===== src/rtl/pipeline_control_unit_if.sv =====
// ID-stage control bundle: decode/hazard inputs in, control word and pipeline enables out.
interface pipeline_control_unit_if #(
    parameter int unsigned REG_ADDR_W = 5
);
    logic                  id_valid_i;
    logic [6:0]            op_i;
    logic [6:0]            funct7_i;
    logic [REG_ADDR_W-1:0] rs1_i;
    logic [REG_ADDR_W-1:0] rs2_i;
    logic [REG_ADDR_W-1:0] id_ex_rd_i;
    logic                  id_ex_mem_read_i;
    logic                  branch_taken_i;

    logic                  branch_o;
    logic                  mem_read_o;
    logic                  mem_to_reg_o;
    logic                  mem_write_o;
    logic                  alu_src_o;
    logic                  reg_write_o;
    logic [2:0]            alu_op_o;
    logic                  pc_write_o;
    logic                  if_id_write_o;
    logic                  if_id_flush_o;
    logic                  mul_busy_o;
    logic                  illegal_o;

    modport master (
        output id_valid_i, op_i, funct7_i, rs1_i, rs2_i, id_ex_rd_i,
               id_ex_mem_read_i, branch_taken_i,
        input  branch_o, mem_read_o, mem_to_reg_o, mem_write_o, alu_src_o,
               reg_write_o, alu_op_o, pc_write_o, if_id_write_o,
               if_id_flush_o, mul_busy_o, illegal_o
    );

    modport slave (
        input  id_valid_i, op_i, funct7_i, rs1_i, rs2_i, id_ex_rd_i,
               id_ex_mem_read_i, branch_taken_i,
        output branch_o, mem_read_o, mem_to_reg_o, mem_write_o, alu_src_o,
               reg_write_o, alu_op_o, pc_write_o, if_id_write_o,
               if_id_flush_o, mul_busy_o, illegal_o
    );
endinterface


===== src/rtl/pipeline_control_unit.sv =====
// ID-stage control: opcode decode plus load-use stall, multi-cycle MUL stall and branch flush.
module pipeline_control_unit #(
    parameter int unsigned REG_ADDR_W  = 5,
    parameter int unsigned MUL_LAT     = 4,
    parameter int unsigned FLUSH_DEPTH = 1
) (
    input  logic                          clk,
    input  logic                          reset,
    pipeline_control_unit_if.slave        bus
);
    localparam int unsigned CNT_MAX = (MUL_LAT > FLUSH_DEPTH) ? MUL_LAT : FLUSH_DEPTH;
    localparam int unsigned CNT_W   = $clog2(CNT_MAX + 1);

    localparam logic [6:0] OP_R      = 7'h33;
    localparam logic [6:0] OP_IALU   = 7'h13;
    localparam logic [6:0] OP_LUI    = 7'h37;
    localparam logic [6:0] OP_LOAD   = 7'h03;
    localparam logic [6:0] OP_STORE  = 7'h23;
    localparam logic [6:0] OP_BRANCH = 7'h63;
    localparam logic [6:0] OP_JALR   = 7'h67;
    localparam logic [6:0] OP_JAL    = 7'h6F;
    localparam logic [6:0] F7_MUL    = 7'h01;
    localparam logic [REG_ADDR_W-1:0] ZERO_REG = '0;

    typedef enum logic [1:0] {ST_RUN, ST_MUL_WAIT, ST_FLUSH} state_e;

    state_e           state_q, state_d;
    logic [CNT_W-1:0] cnt_q, cnt_d;
    logic             illegal_q, illegal_d;

    logic [8:0] dec_word_c, word_c;
    logic       legal_c, uses_rs1_c, uses_rs2_c, hazard_c, is_mul_c;
    logic       pc_write_c, if_id_write_c, if_id_flush_c;

    // Word order: {branch, mem_to_reg, reg_write, mem_read, mem_write, alu_src, alu_op[2:0]}
    always_comb begin
        dec_word_c = '0;
        legal_c    = 1'b1;
        uses_rs1_c = 1'b1;
        uses_rs2_c = 1'b0;
        case (bus.op_i)
            OP_R:      begin dec_word_c = 9'b0_0_1_0_0_0_000; uses_rs2_c = 1'b1; end
            OP_IALU:         dec_word_c = 9'b0_0_1_0_0_1_001;
            OP_LUI:    begin dec_word_c = 9'b0_0_1_0_0_1_010; uses_rs1_c = 1'b0; end
            OP_LOAD:         dec_word_c = 9'b0_1_1_1_0_1_011;
            OP_STORE:  begin dec_word_c = 9'b0_0_0_0_1_1_100; uses_rs2_c = 1'b1; end
            OP_BRANCH: begin dec_word_c = 9'b1_0_0_0_0_1_101; uses_rs2_c = 1'b1; end
            OP_JALR:         dec_word_c = 9'b1_0_1_0_0_1_110;
            OP_JAL:    begin dec_word_c = 9'b1_0_1_0_0_1_111; uses_rs1_c = 1'b0; end
            default:         legal_c    = 1'b0;
        endcase
        if (!bus.id_valid_i) begin
            dec_word_c = '0;
        end
    end

    assign hazard_c = bus.id_ex_mem_read_i && (bus.id_ex_rd_i != ZERO_REG) &&
                      ((uses_rs1_c && (bus.id_ex_rd_i == bus.rs1_i)) ||
                       (uses_rs2_c && (bus.id_ex_rd_i == bus.rs2_i)));
    assign is_mul_c = bus.id_valid_i && (bus.op_i == OP_R) && (bus.funct7_i == F7_MUL);

    // Sequencing: flush beats MUL wait beats load-use beats normal issue.
    always_comb begin
        state_d       = state_q;
        cnt_d         = cnt_q;
        illegal_d     = bus.id_valid_i && !legal_c;
        word_c        = dec_word_c;
        pc_write_c    = 1'b1;
        if_id_write_c = 1'b1;
        if_id_flush_c = 1'b0;
        if (bus.branch_taken_i) begin
            word_c        = '0;
            if_id_flush_c = 1'b1;
            if (FLUSH_DEPTH > 1) begin
                state_d = ST_FLUSH;
                cnt_d   = CNT_W'(FLUSH_DEPTH - 1);
            end else begin
                state_d = ST_RUN;
                cnt_d   = '0;
            end
        end else begin
            case (state_q)
                ST_FLUSH: begin
                    word_c        = '0;
                    if_id_flush_c = 1'b1;
                    if (cnt_q <= CNT_W'(1)) begin
                        state_d = ST_RUN;
                        cnt_d   = '0;
                    end else begin
                        cnt_d = cnt_q - CNT_W'(1);
                    end
                end
                ST_MUL_WAIT: begin
                    word_c        = '0;
                    pc_write_c    = 1'b0;
                    if_id_write_c = 1'b0;
                    if (cnt_q <= CNT_W'(1)) begin
                        state_d = ST_RUN;
                        cnt_d   = '0;
                    end else begin
                        cnt_d = cnt_q - CNT_W'(1);
                    end
                end
                default: begin
                    if (hazard_c) begin
                        word_c        = '0;
                        pc_write_c    = 1'b0;
                        if_id_write_c = 1'b0;
                    end else if (is_mul_c && (MUL_LAT > 1)) begin
                        state_d = ST_MUL_WAIT;
                        cnt_d   = CNT_W'(MUL_LAT - 1);
                    end
                end
            endcase
        end
    end

    always_ff @(posedge clk or negedge reset) begin
        if (!reset) begin
            state_q   <= ST_RUN;
            cnt_q     <= '0;
            illegal_q <= 1'b0;
        end else begin
            state_q   <= state_d;
            cnt_q     <= cnt_d;
            illegal_q <= illegal_d;
        end
    end

    assign {bus.branch_o, bus.mem_to_reg_o, bus.reg_write_o, bus.mem_read_o,
            bus.mem_write_o, bus.alu_src_o, bus.alu_op_o} = word_c;
    assign bus.pc_write_o    = pc_write_c;
    assign bus.if_id_write_o = if_id_write_c;
    assign bus.if_id_flush_o = if_id_flush_c;
    assign bus.mul_busy_o    = (state_q == ST_MUL_WAIT);
    assign bus.illegal_o     = illegal_q;
endmodule

===== src/flat_wrapper.sv =====
// flat-port wrapper written by rule: the top's interface ports become plain ports
module pipeline_control_unit_flat 
#(
    parameter int unsigned REG_ADDR_W  = 5,
    parameter int unsigned MUL_LAT     = 4,
    parameter int unsigned FLUSH_DEPTH = 1
)
  (clk, reset, bus_id_valid_i, bus_op_i, bus_funct7_i, bus_rs1_i, bus_rs2_i, bus_id_ex_rd_i, bus_id_ex_mem_read_i, bus_branch_taken_i, bus_branch_o, bus_mem_read_o, bus_mem_to_reg_o, bus_mem_write_o, bus_alu_src_o, bus_reg_write_o, bus_alu_op_o, bus_pc_write_o, bus_if_id_write_o, bus_if_id_flush_o, bus_mul_busy_o, bus_illegal_o);
  pipeline_control_unit_if #(.REG_ADDR_W(REG_ADDR_W)) bus_i ();
  input  logic clk;
  input  logic reset;
  input wire logic [$bits(bus_i.id_valid_i)-1:0] bus_id_valid_i;
  input wire logic [$bits(bus_i.op_i)-1:0] bus_op_i;
  input wire logic [$bits(bus_i.funct7_i)-1:0] bus_funct7_i;
  input wire logic [$bits(bus_i.rs1_i)-1:0] bus_rs1_i;
  input wire logic [$bits(bus_i.rs2_i)-1:0] bus_rs2_i;
  input wire logic [$bits(bus_i.id_ex_rd_i)-1:0] bus_id_ex_rd_i;
  input wire logic [$bits(bus_i.id_ex_mem_read_i)-1:0] bus_id_ex_mem_read_i;
  input wire logic [$bits(bus_i.branch_taken_i)-1:0] bus_branch_taken_i;
  output wire logic [$bits(bus_i.branch_o)-1:0] bus_branch_o;
  output wire logic [$bits(bus_i.mem_read_o)-1:0] bus_mem_read_o;
  output wire logic [$bits(bus_i.mem_to_reg_o)-1:0] bus_mem_to_reg_o;
  output wire logic [$bits(bus_i.mem_write_o)-1:0] bus_mem_write_o;
  output wire logic [$bits(bus_i.alu_src_o)-1:0] bus_alu_src_o;
  output wire logic [$bits(bus_i.reg_write_o)-1:0] bus_reg_write_o;
  output wire logic [$bits(bus_i.alu_op_o)-1:0] bus_alu_op_o;
  output wire logic [$bits(bus_i.pc_write_o)-1:0] bus_pc_write_o;
  output wire logic [$bits(bus_i.if_id_write_o)-1:0] bus_if_id_write_o;
  output wire logic [$bits(bus_i.if_id_flush_o)-1:0] bus_if_id_flush_o;
  output wire logic [$bits(bus_i.mul_busy_o)-1:0] bus_mul_busy_o;
  output wire logic [$bits(bus_i.illegal_o)-1:0] bus_illegal_o;
  assign bus_i.id_valid_i = bus_id_valid_i;
  assign bus_i.op_i = bus_op_i;
  assign bus_i.funct7_i = bus_funct7_i;
  assign bus_i.rs1_i = bus_rs1_i;
  assign bus_i.rs2_i = bus_rs2_i;
  assign bus_i.id_ex_rd_i = bus_id_ex_rd_i;
  assign bus_i.id_ex_mem_read_i = bus_id_ex_mem_read_i;
  assign bus_i.branch_taken_i = bus_branch_taken_i;
  assign bus_branch_o = bus_i.branch_o;
  assign bus_mem_read_o = bus_i.mem_read_o;
  assign bus_mem_to_reg_o = bus_i.mem_to_reg_o;
  assign bus_mem_write_o = bus_i.mem_write_o;
  assign bus_alu_src_o = bus_i.alu_src_o;
  assign bus_reg_write_o = bus_i.reg_write_o;
  assign bus_alu_op_o = bus_i.alu_op_o;
  assign bus_pc_write_o = bus_i.pc_write_o;
  assign bus_if_id_write_o = bus_i.if_id_write_o;
  assign bus_if_id_flush_o = bus_i.if_id_flush_o;
  assign bus_mul_busy_o = bus_i.mul_busy_o;
  assign bus_illegal_o = bus_i.illegal_o;
  pipeline_control_unit #(.REG_ADDR_W(REG_ADDR_W), .MUL_LAT(MUL_LAT), .FLUSH_DEPTH(FLUSH_DEPTH)) u_core (.clk(clk), .reset(reset), .bus(bus_i));
endmodule

===== config.mk =====
export PLATFORM = sky130hd
export DESIGN_NAME = pipeline_control_unit_flat
export DESIGN_NICKNAME = d
export VERILOG_FILES = /design/src/rtl/pipeline_control_unit_if.sv /design/src/rtl/pipeline_control_unit.sv /design/src/flat_wrapper.sv
export SDC_FILE = /design/constraint.sdc
export NUM_CORES = 1
export LEC_CHECK = 0
export CAP_MARGIN = 30
export CORE_ASPECT_RATIO = 0.9
export CORE_MARGIN = 4
export CORE_UTILIZATION = 39
export CTS_CLUSTER_SIZE = 8
export DETAILED_ROUTE_END_ITERATION = 16
export MAX_ROUTING_LAYER = met4
export PLACE_DENSITY = 0.84
export REMOVE_ABC_BUFFERS = 1
export SLEW_MARGIN = 20
export SYNTH_ARGS = -nofsm -noshare
export SYNTH_HDL_FRONTEND = slang
export SYNTH_SLANG_ARGS = --single-unit

===== constraint.sdc =====
create_clock -name clk -period 3.4 [get_ports clk]
set_clock_uncertainty 0.1 [all_clocks]
set_input_delay 0.34 -clock clk [delete_from_list [all_inputs] [get_ports clk]]
set_output_delay 0.34 -clock clk [all_outputs]
set_load 0.03 [all_outputs]

==> impl_metrics.csv, run 1 <==
group,metric,value,unit
critical_path,r2r_cells,6,
routing,totalWireLength,2380,um
clock_network,path_clk_slew,0.05,ns
sta,rsz0062_at_grt,"false",
final_layout,synthToLayoutAreaGrowth,67.2,%
global_route,grt_first_pass_wirelength,3980,um
final_layout,fin_area,1270,sq um
critical_path,worstReg2RegStart,"u_core.cnt_q[0]",
sta,setup_tns,0,ns
logic_synthesis,postSynth.asyncResetShare,100,%
critical_path,ff2ff_setup_slack,1.81,ns
critical_path,worstSetupStartpoint,"bus_id_ex_rd_i[1]",
run_status,run_status,"finished, final reports clean",
clock_network,post_cts_gate_resize_count,0,
routing,route.detailed.drc,0,
global_route,grt_max_degree,14,
die,die_area,2720,sq um
placed_design,dpl_cell_area,1230,sq um
global_route,globalRouteTotalUtil,19.7,%
logic_synthesis,synth.yosys.warnings,0,
logic_synthesis,yosysTopAreaCellShare,16.5,%
logic_synthesis,synth_seq_area_share,16.5,%
critical_path,reg2reg_to,"u_core.cnt_q[0]",
die,die_h,49.9,um
logic_synthesis,synthDominantAreaCellType,"sky130_fd_sc_hd__dfrtp_1",
pwr,power-per-cell-area,266,nW/um^2
critical_path,criticalPathCategory,"in2out",
die,initial_util,43.4,%
clock_network,cts.htree.levels,1,
final_layout,finalNonFillerCells,175,
pwr,cellLeakagePower,0.581,nW
clock_network,cts-hold-fix-buffers,0,
sta,setup-violations-final,0,
logic_synthesis,synthTopCellsByCount,"12 x sky130_fd_sc_hd__nor2_1, 7 x sky130_fd_sc_hd__a21oi_1, 6 x sky130_fd_sc_hd__o21ai_0, 6 x sky130_fd_sc_hd__xor2_1",
pwr,design_power_total,0.338,mW
clock_network,clk_latency,0.24,ns
clock_network,cts_sinks,5,
global_route,grt.overflow.total,0,
critical_path,worst_setup_path_endpoint,"bus_alu_src_o",
logic_synthesis,synth_cell_types,39,
clock_network,tritoncts,"built",
die,fp.coreArea,1750,sq um
clock_network,cts.repair_timing.setup_buffer_count,0,
clock_network,buffer_levels_on_the_longest_clock_path,2,
placed_design,gp_routability_congestion,0.848,
final_layout,num-fill-cells,156,
logic_synthesis,syn-instance-count,105,
hold_path,timing.hold.worst.class,"in2async",
sta,maxSlewViolCount,0,
global_route,antenna_found_initial,0,
logic_synthesis,syn-mean-instance-area,7.23,sq um
final_layout,n_antenna_cell,0,
routing,first_pass_iters,4,
critical_path,cp.arrival,2.80,ns
die,rows,14,
placed_design,dp.cells,171,
placed_design,pre_cts_ws,0.0408,ns
logic_synthesis,flops_latches_synth,5,
clock_network,number_of_cts_inserted_buffers,3,
global_route,number_of_global_route_vias_before_repair,961,
logic_synthesis,synth.top_cells.by_area,"sky130_fd_sc_hd__dfrtp_1 16%, sky130_fd_sc_hd__xor2_1 6.9%, sky130_fd_sc_hd__nor2_1 5.9%",
critical_path,cp-end-kind,"output port",
sta,max_freq,309,MHz
flow_run,maxCapViolations,0,
placed_design,total_of_buffers_placed_on_input_and_output_ports,47,
final_layout,layout-drive-gt1-share,10.6,%
sta,final_critical_path_setup_slack,0.162,ns
routing,per_cell_routed_wire_length,13.6,um
critical_path,worst_ep_required_time,2.96,ns
routing,dr_total_vias,926,
logic_synthesis,synth_most_common_cell,"sky130_fd_sc_hd__nor2_1",
sta,finalCriticalPeriod,3.24,ns
clock_network,cts-root-buf,"sky130_fd_sc_hd__clkbuf_4",
sta,finalHoldWorstSlack,0.230,ns
logic_synthesis,synth.cell_area,759,sq um
sta,finalCritPeriodShare,95.2,%
routing,vias_per_cell,5.29,
placed_design,dp_hpwl,1980,um
logic_synthesis,synth-edff-count,0,
final_layout,nets,188,
routing,detail_route.iter0.violations,19,
routing,antenna_violating_nets_post_route,0,
die,io_pins,48,
die,chipWidth,54.5,um
sta,worst-slew-pin-transition,0.377,ns
critical_path,critical_path.startpoint_type,"input port",
final_layout,postLayoutCoreUtil,72.5,%
sta,timing.slew.headroom,74.7,%
logic_synthesis,dominantRegCellSynth,"sky130_fd_sc_hd__dfrtp_1",
pwr,peakVddDrop,0.146,mV
sta,hold_viol,0,
critical_path,crit_path_max_fanout,11,
[layout by cell type (no fill, tap or decap), types with 5 or more instances in the layout]
cell                               n
sky130_fd_sc_hd__inv_1             5
sky130_fd_sc_hd__nor3_1            5
sky130_fd_sc_hd__a21oi_1           7
sky130_fd_sc_hd__xnor2_1           5
sky130_fd_sc_hd__nor2_1           12
sky130_fd_sc_hd__o21ai_0           6
sky130_fd_sc_hd__buf_4             6
sky130_fd_sc_hd__xor2_1            6
sky130_fd_sc_hd__nand2_1           5
sky130_fd_sc_hd__clkdlybuf4s50_1  40
sky130_fd_sc_hd__dlymetal6s2s_1    5
sky130_fd_sc_hd__dfrtp_1           5
[report_power, final]
part           switching [mW]  leakage (nW)  internal [mW]  total (mW)
combinational          0.0871         0.500         0.0936       0.181
clock                  0.0247        0.0150         0.0444      0.0691
sequential             0.0153        0.0658         0.0732      0.0885
[state kept, by name, summed over array words and instances (netlist names)]
| name | cells |
|---|---|
| u_core.bus.illegal_o | 1 |
| u_core.state_q | 1 |
| u_core.cnt_q | 3 |
[worst max-delay path, cell delays in order]
cell	delay, ns
sky130_fd_sc_hd__clkdlybuf4s50_1	0.47
sky130_fd_sc_hd__or4_1	0.53
sky130_fd_sc_hd__o21ai_1	0.17
sky130_fd_sc_hd__or3_1	0.20
sky130_fd_sc_hd__nand3_2	0.24
sky130_fd_sc_hd__nor2_1	0.17
sky130_fd_sc_hd__clkdlybuf4s50_1	0.68
[kinds of logic after synthesis]
| family | Yosys count | share of synthesized area (%) |
|---|---|---|
| buffers and inverters | 14 | 9.55 |
| AOI/OAI and AO/OA | 28 | 22.2 |
| and+or+nand+nor | 45 | 35.8 |
| adders and majority gates | 2 | 3.29 |
| DFF | 5 | 16.5 |
| xor gates and xnor gates | 11 | 12.7 |
[per-layer routing]
| layer | track usage (%) | vias up | routed length (um) |
|---|---|---|---|
| met5 | - | - | 0 |
| met4 | 4.98 | 0 | 12 |
| met3 | 2.11 | 2 | 168 |
| met2 | 34.9 | 48 | 1280 |
| met1 | 22.8 | 409 | 923 |
| li1 | - | 467 | - |
[cell type report]
cell class	count	area, sq um	share of cell area [%]
Inverter	5	18.8	1.48
Multi-Input combinational cell	86	562	44.2
Clock buffer	4	26.3	2.07
Tap cell	24	30.0	2.36
Timing Repair Buffer	51	508	40.0
Sequential cell	5	125	9.85
[how the worst min path moves through the flow]
| stage | depth (start not counted) | endpoint | start | slack, ns |
|---|---|---|---|---|
| global route | 1 | u_core.bus.illegal_o | reset | 0.23 |
| finish | 1 | u_core.cnt_q[2] | reset | 0.23 |
| CTS | 1 | u_core.cnt_q[2] | reset | 0.22 |
| floorplan | 0 | u_core.bus.illegal_o | reset | -0.06 |
| detailed placement | 2 | u_core.cnt_q[1] | u_core.cnt_q[1] | 0.46 |
| global placement | 2 | u_core.cnt_q[1] | u_core.cnt_q[1] | 0.44 |
Power figures use the tool's default switching activity.
==> run 2: changes to the inputs <==
Settings changed: CAP_MARGIN 30 to default, CORE_MARGIN 4 to default.
==> run 2 against run 1 <==
Effect of this change:
- setup slack got worse by 0.056 ns
- critical endpoint is now bus_alu_op_o[1]
- highest routed layer unchanged
- fmax fell by 1.7%
- first-iteration DRC count fell by 26%
- largest power group unchanged
==> impl_metrics.csv, run 2 (synthesis results as in run 1) <==
group,metric,value,unit
run_status,run_status,"finished, final reports clean",
clock_network,cts_sinks,5,
sta,setup-violations-final,0,
routing,per_cell_routed_wire_length,12.4,um
critical_path,critical_path.slowest_cell,"sky130_fd_sc_hd__clkdlybuf4s50_1",
sta,hold_viol,0,
sta,worst-slew-pin-transition,0.387,ns
critical_path,worst_setup_path_endpoint,"bus_alu_op_o[1]",
pwr,switching_power,0.126,mW
clock_network,buffer_levels_on_the_longest_clock_path,2,
critical_path,cp.arrival,2.85,ns
pwr,cellLeakagePower,0.562,nW
critical_path,crit_path_max_fanout,11,
sta,maxSlewViolCount,0,
clock_network,number_of_cts_inserted_buffers,3,
routing,vias_per_cell,5.26,
routing,first_pass_iters,4,
clock_network,cts.htree.levels,1,
final_layout,most-common-layout-cells,"41 x sky130_fd_sc_hd__clkdlybuf4s50_1, 12 x sky130_fd_sc_hd__nor2_1, 7 x sky130_fd_sc_hd__a21oi_1",
clock_network,cts-root-buf,"sky130_fd_sc_hd__clkbuf_4",
final_layout,nets,188,
placed_design,total_of_buffers_placed_on_input_and_output_ports,47,
global_route,globalRouteTotalUtil,23.8,%
global_route,grt_max_degree,14,
critical_path,cp-end-kind,"output port",
routing,antenna_violating_nets_post_route,0,
critical_path,reg2reg_to,"u_core.cnt_q[0]",
pwr,pwr-share-comb,53.9,%
hold_path,timing.hold.worst.class,"in2async",
pwr,design_power_total,0.338,mW
clock_network,path_clk_slew,0.05,ns
die,die_area,2130,sq um
critical_path,crit_path_max_incr_delay,0.69,ns
clock_network,tritoncts,"built",
clock_network,cts-hold-fix-buffers,0,
global_route,antenna_found_initial,0,
sta,finalCriticalPeriod,3.29,ns
sta,final_critical_path_setup_slack,0.106,ns
die,chipWidth,48.5,um
pwr,p_int,0.212,mW
die,rows,14,
placed_design,dp.cells,171,
pwr,pwr-share-seq,26.0,%
pwr,power_frac_clock,20.1,%
critical_path,r2r_cells,6,
critical_path,worstReg2RegStart,"u_core.cnt_q[0]",
global_route,grt.overflow.total,0,
final_layout,layout-drive-gt1-share,10.6,%
final_layout,n_antenna_cell,0,
critical_path,critical_path.startpoint_type,"input port",
routing,route.detailed.drc,0,
pwr,swShare,37.2,%
sta,finalCritPeriodShare,96.9,%
final_layout,finalNonFillerCells,175,
pwr,peakVddDrop,0.151,mV
critical_path,criticalPathCategory,"in2out",
die,die_h,43.9,um
die,fp.coreArea,1750,sq um
critical_path,cp_cell_sequence,"clkdlybuf4s50_1, or4_1, o21ai_1, or3_1, nand3_2, a21oi_1, clkdlybuf4s50_1",
die,io_pins,48,
routing,totalWireLength,2170,um
placed_design,gp_routability_congestion,0.806,
sta,max_freq,304,MHz
die,initial_util,43.4,%
global_route,grt_first_pass_wirelength,3750,um
flow_run,maxCapViolations,0,
global_route,number_of_global_route_vias_before_repair,894,
placed_design,pre_cts_ws,0.0177,ns
final_layout,synthToLayoutAreaGrowth,66.9,%
critical_path,worst_path_most_repeated_cell,"sky130_fd_sc_hd__clkdlybuf4s50_1",
final_layout,postLayoutCoreUtil,72.4,%
final_layout,mostFrequentLayoutCell,"sky130_fd_sc_hd__clkdlybuf4s50_1",
pwr,power-per-cell-area,266,nW/um^2
critical_path,worstSetupStartpoint,"bus_id_ex_rd_i[1]",
routing,detail_route.iter0.violations,14,
placed_design,dp_hpwl,1850,um
critical_path,worst_ep_required_time,2.96,ns
sta,timing.slew.headroom,74.0,%
critical_path,ff2ff_setup_slack,1.77,ns
clock_network,clk_latency,0.24,ns
routing,dr_total_vias,920,
final_layout,top_register,"u_core.cnt_q",
final_layout,largest_reg_flops,3,
-- run 2: power by group through the flow --
| stage | logic, mW | clock network (mW) | registers (mW) |
|---|---|---|---|
| CTS | 0.183 | 0.0700 | 0.0879 |
| global route | 0.200 | 0.0743 | 0.0905 |
| floorplan | 0.0889 | 0 | 0.0919 |
| detailed placement | 0.181 | 0 | 0.0887 |
| finish | 0.182 | 0.0679 | 0.0879 |
| global placement | 0.177 | 0 | 0.0881 |
-- run 2: worst min-delay path by stage --
stage,to,slack (ns),depth (start not counted)
after global placement,u_core.cnt_q[1],0.45,2
after global routing,u_core.state_q[0],0.25,1
after floorplan,u_core.bus.illegal_o,-0.06,0
after detailed placement,u_core.cnt_q[1],0.45,2
final,u_core.bus.illegal_o,0.22,1
after CTS,u_core.cnt_q[2],0.23,1
-- run 2: worst max-delay path, delay by kind of cell --
kind	cells	cell delay (ns)
AOI/OAI and AO/OA	2	0.39
buffers and inverters	2	1.16
and+or+nand+nor	3	0.98
-- run 2: per-stage QoR --
| stage | hold slack, ns | setup TNS [ns] | cell area [sq um] |
|---|---|---|---|
| 4_1_cts | 0.226 | 0 | 1260 |
| 6_report | 0.224 | 0 | 1270 |
| 3_5_place_dp | 0.449 | 0 | 1230 |
| 5_1_grt | 0.250 | -0.0231 | 1270 |
| 2_1_floorplan | -0.0556 | -0.398 | 706 |
| 3_3_place_gp | 0.446 | 0 | 1230 |
-- run 2: timing repair --
| item | 4_1_cts | 5_1_grt |
|---|---|---|
| resized for setup | 0 | 4 |
| endpoints found under the setup margin | 0 | 4 |
| buffers inserted | 0 | 0 |
-- run 2: layout make-up --
| class | instances | area (sq um) |
|---|---|---|
| well taps | 24 | 30.0 |
| multi-input cells | 86 | 562 |
| fillers | 147 | 484 |
| flip-flops and latches | 5 | 125 |
| repair buffers | 51 | 505 |
| inverters | 5 | 18.8 |
| clock buffers | 4 | 26.3 |
-- run 2: per-layer routing --
| metal | wire length (um) | vias to the layer above | global-route usage, % |
|---|---|---|---|
| met5 | 0 | - | - |
| met4 | 18 | 0 | 11.8 |
| met3 | 107 | 4 | 4.91 |
| met2 | 1160 | 37 | 45.4 |
| met1 | 884 | 407 | 23.3 |
| li1 | - | 472 | - |
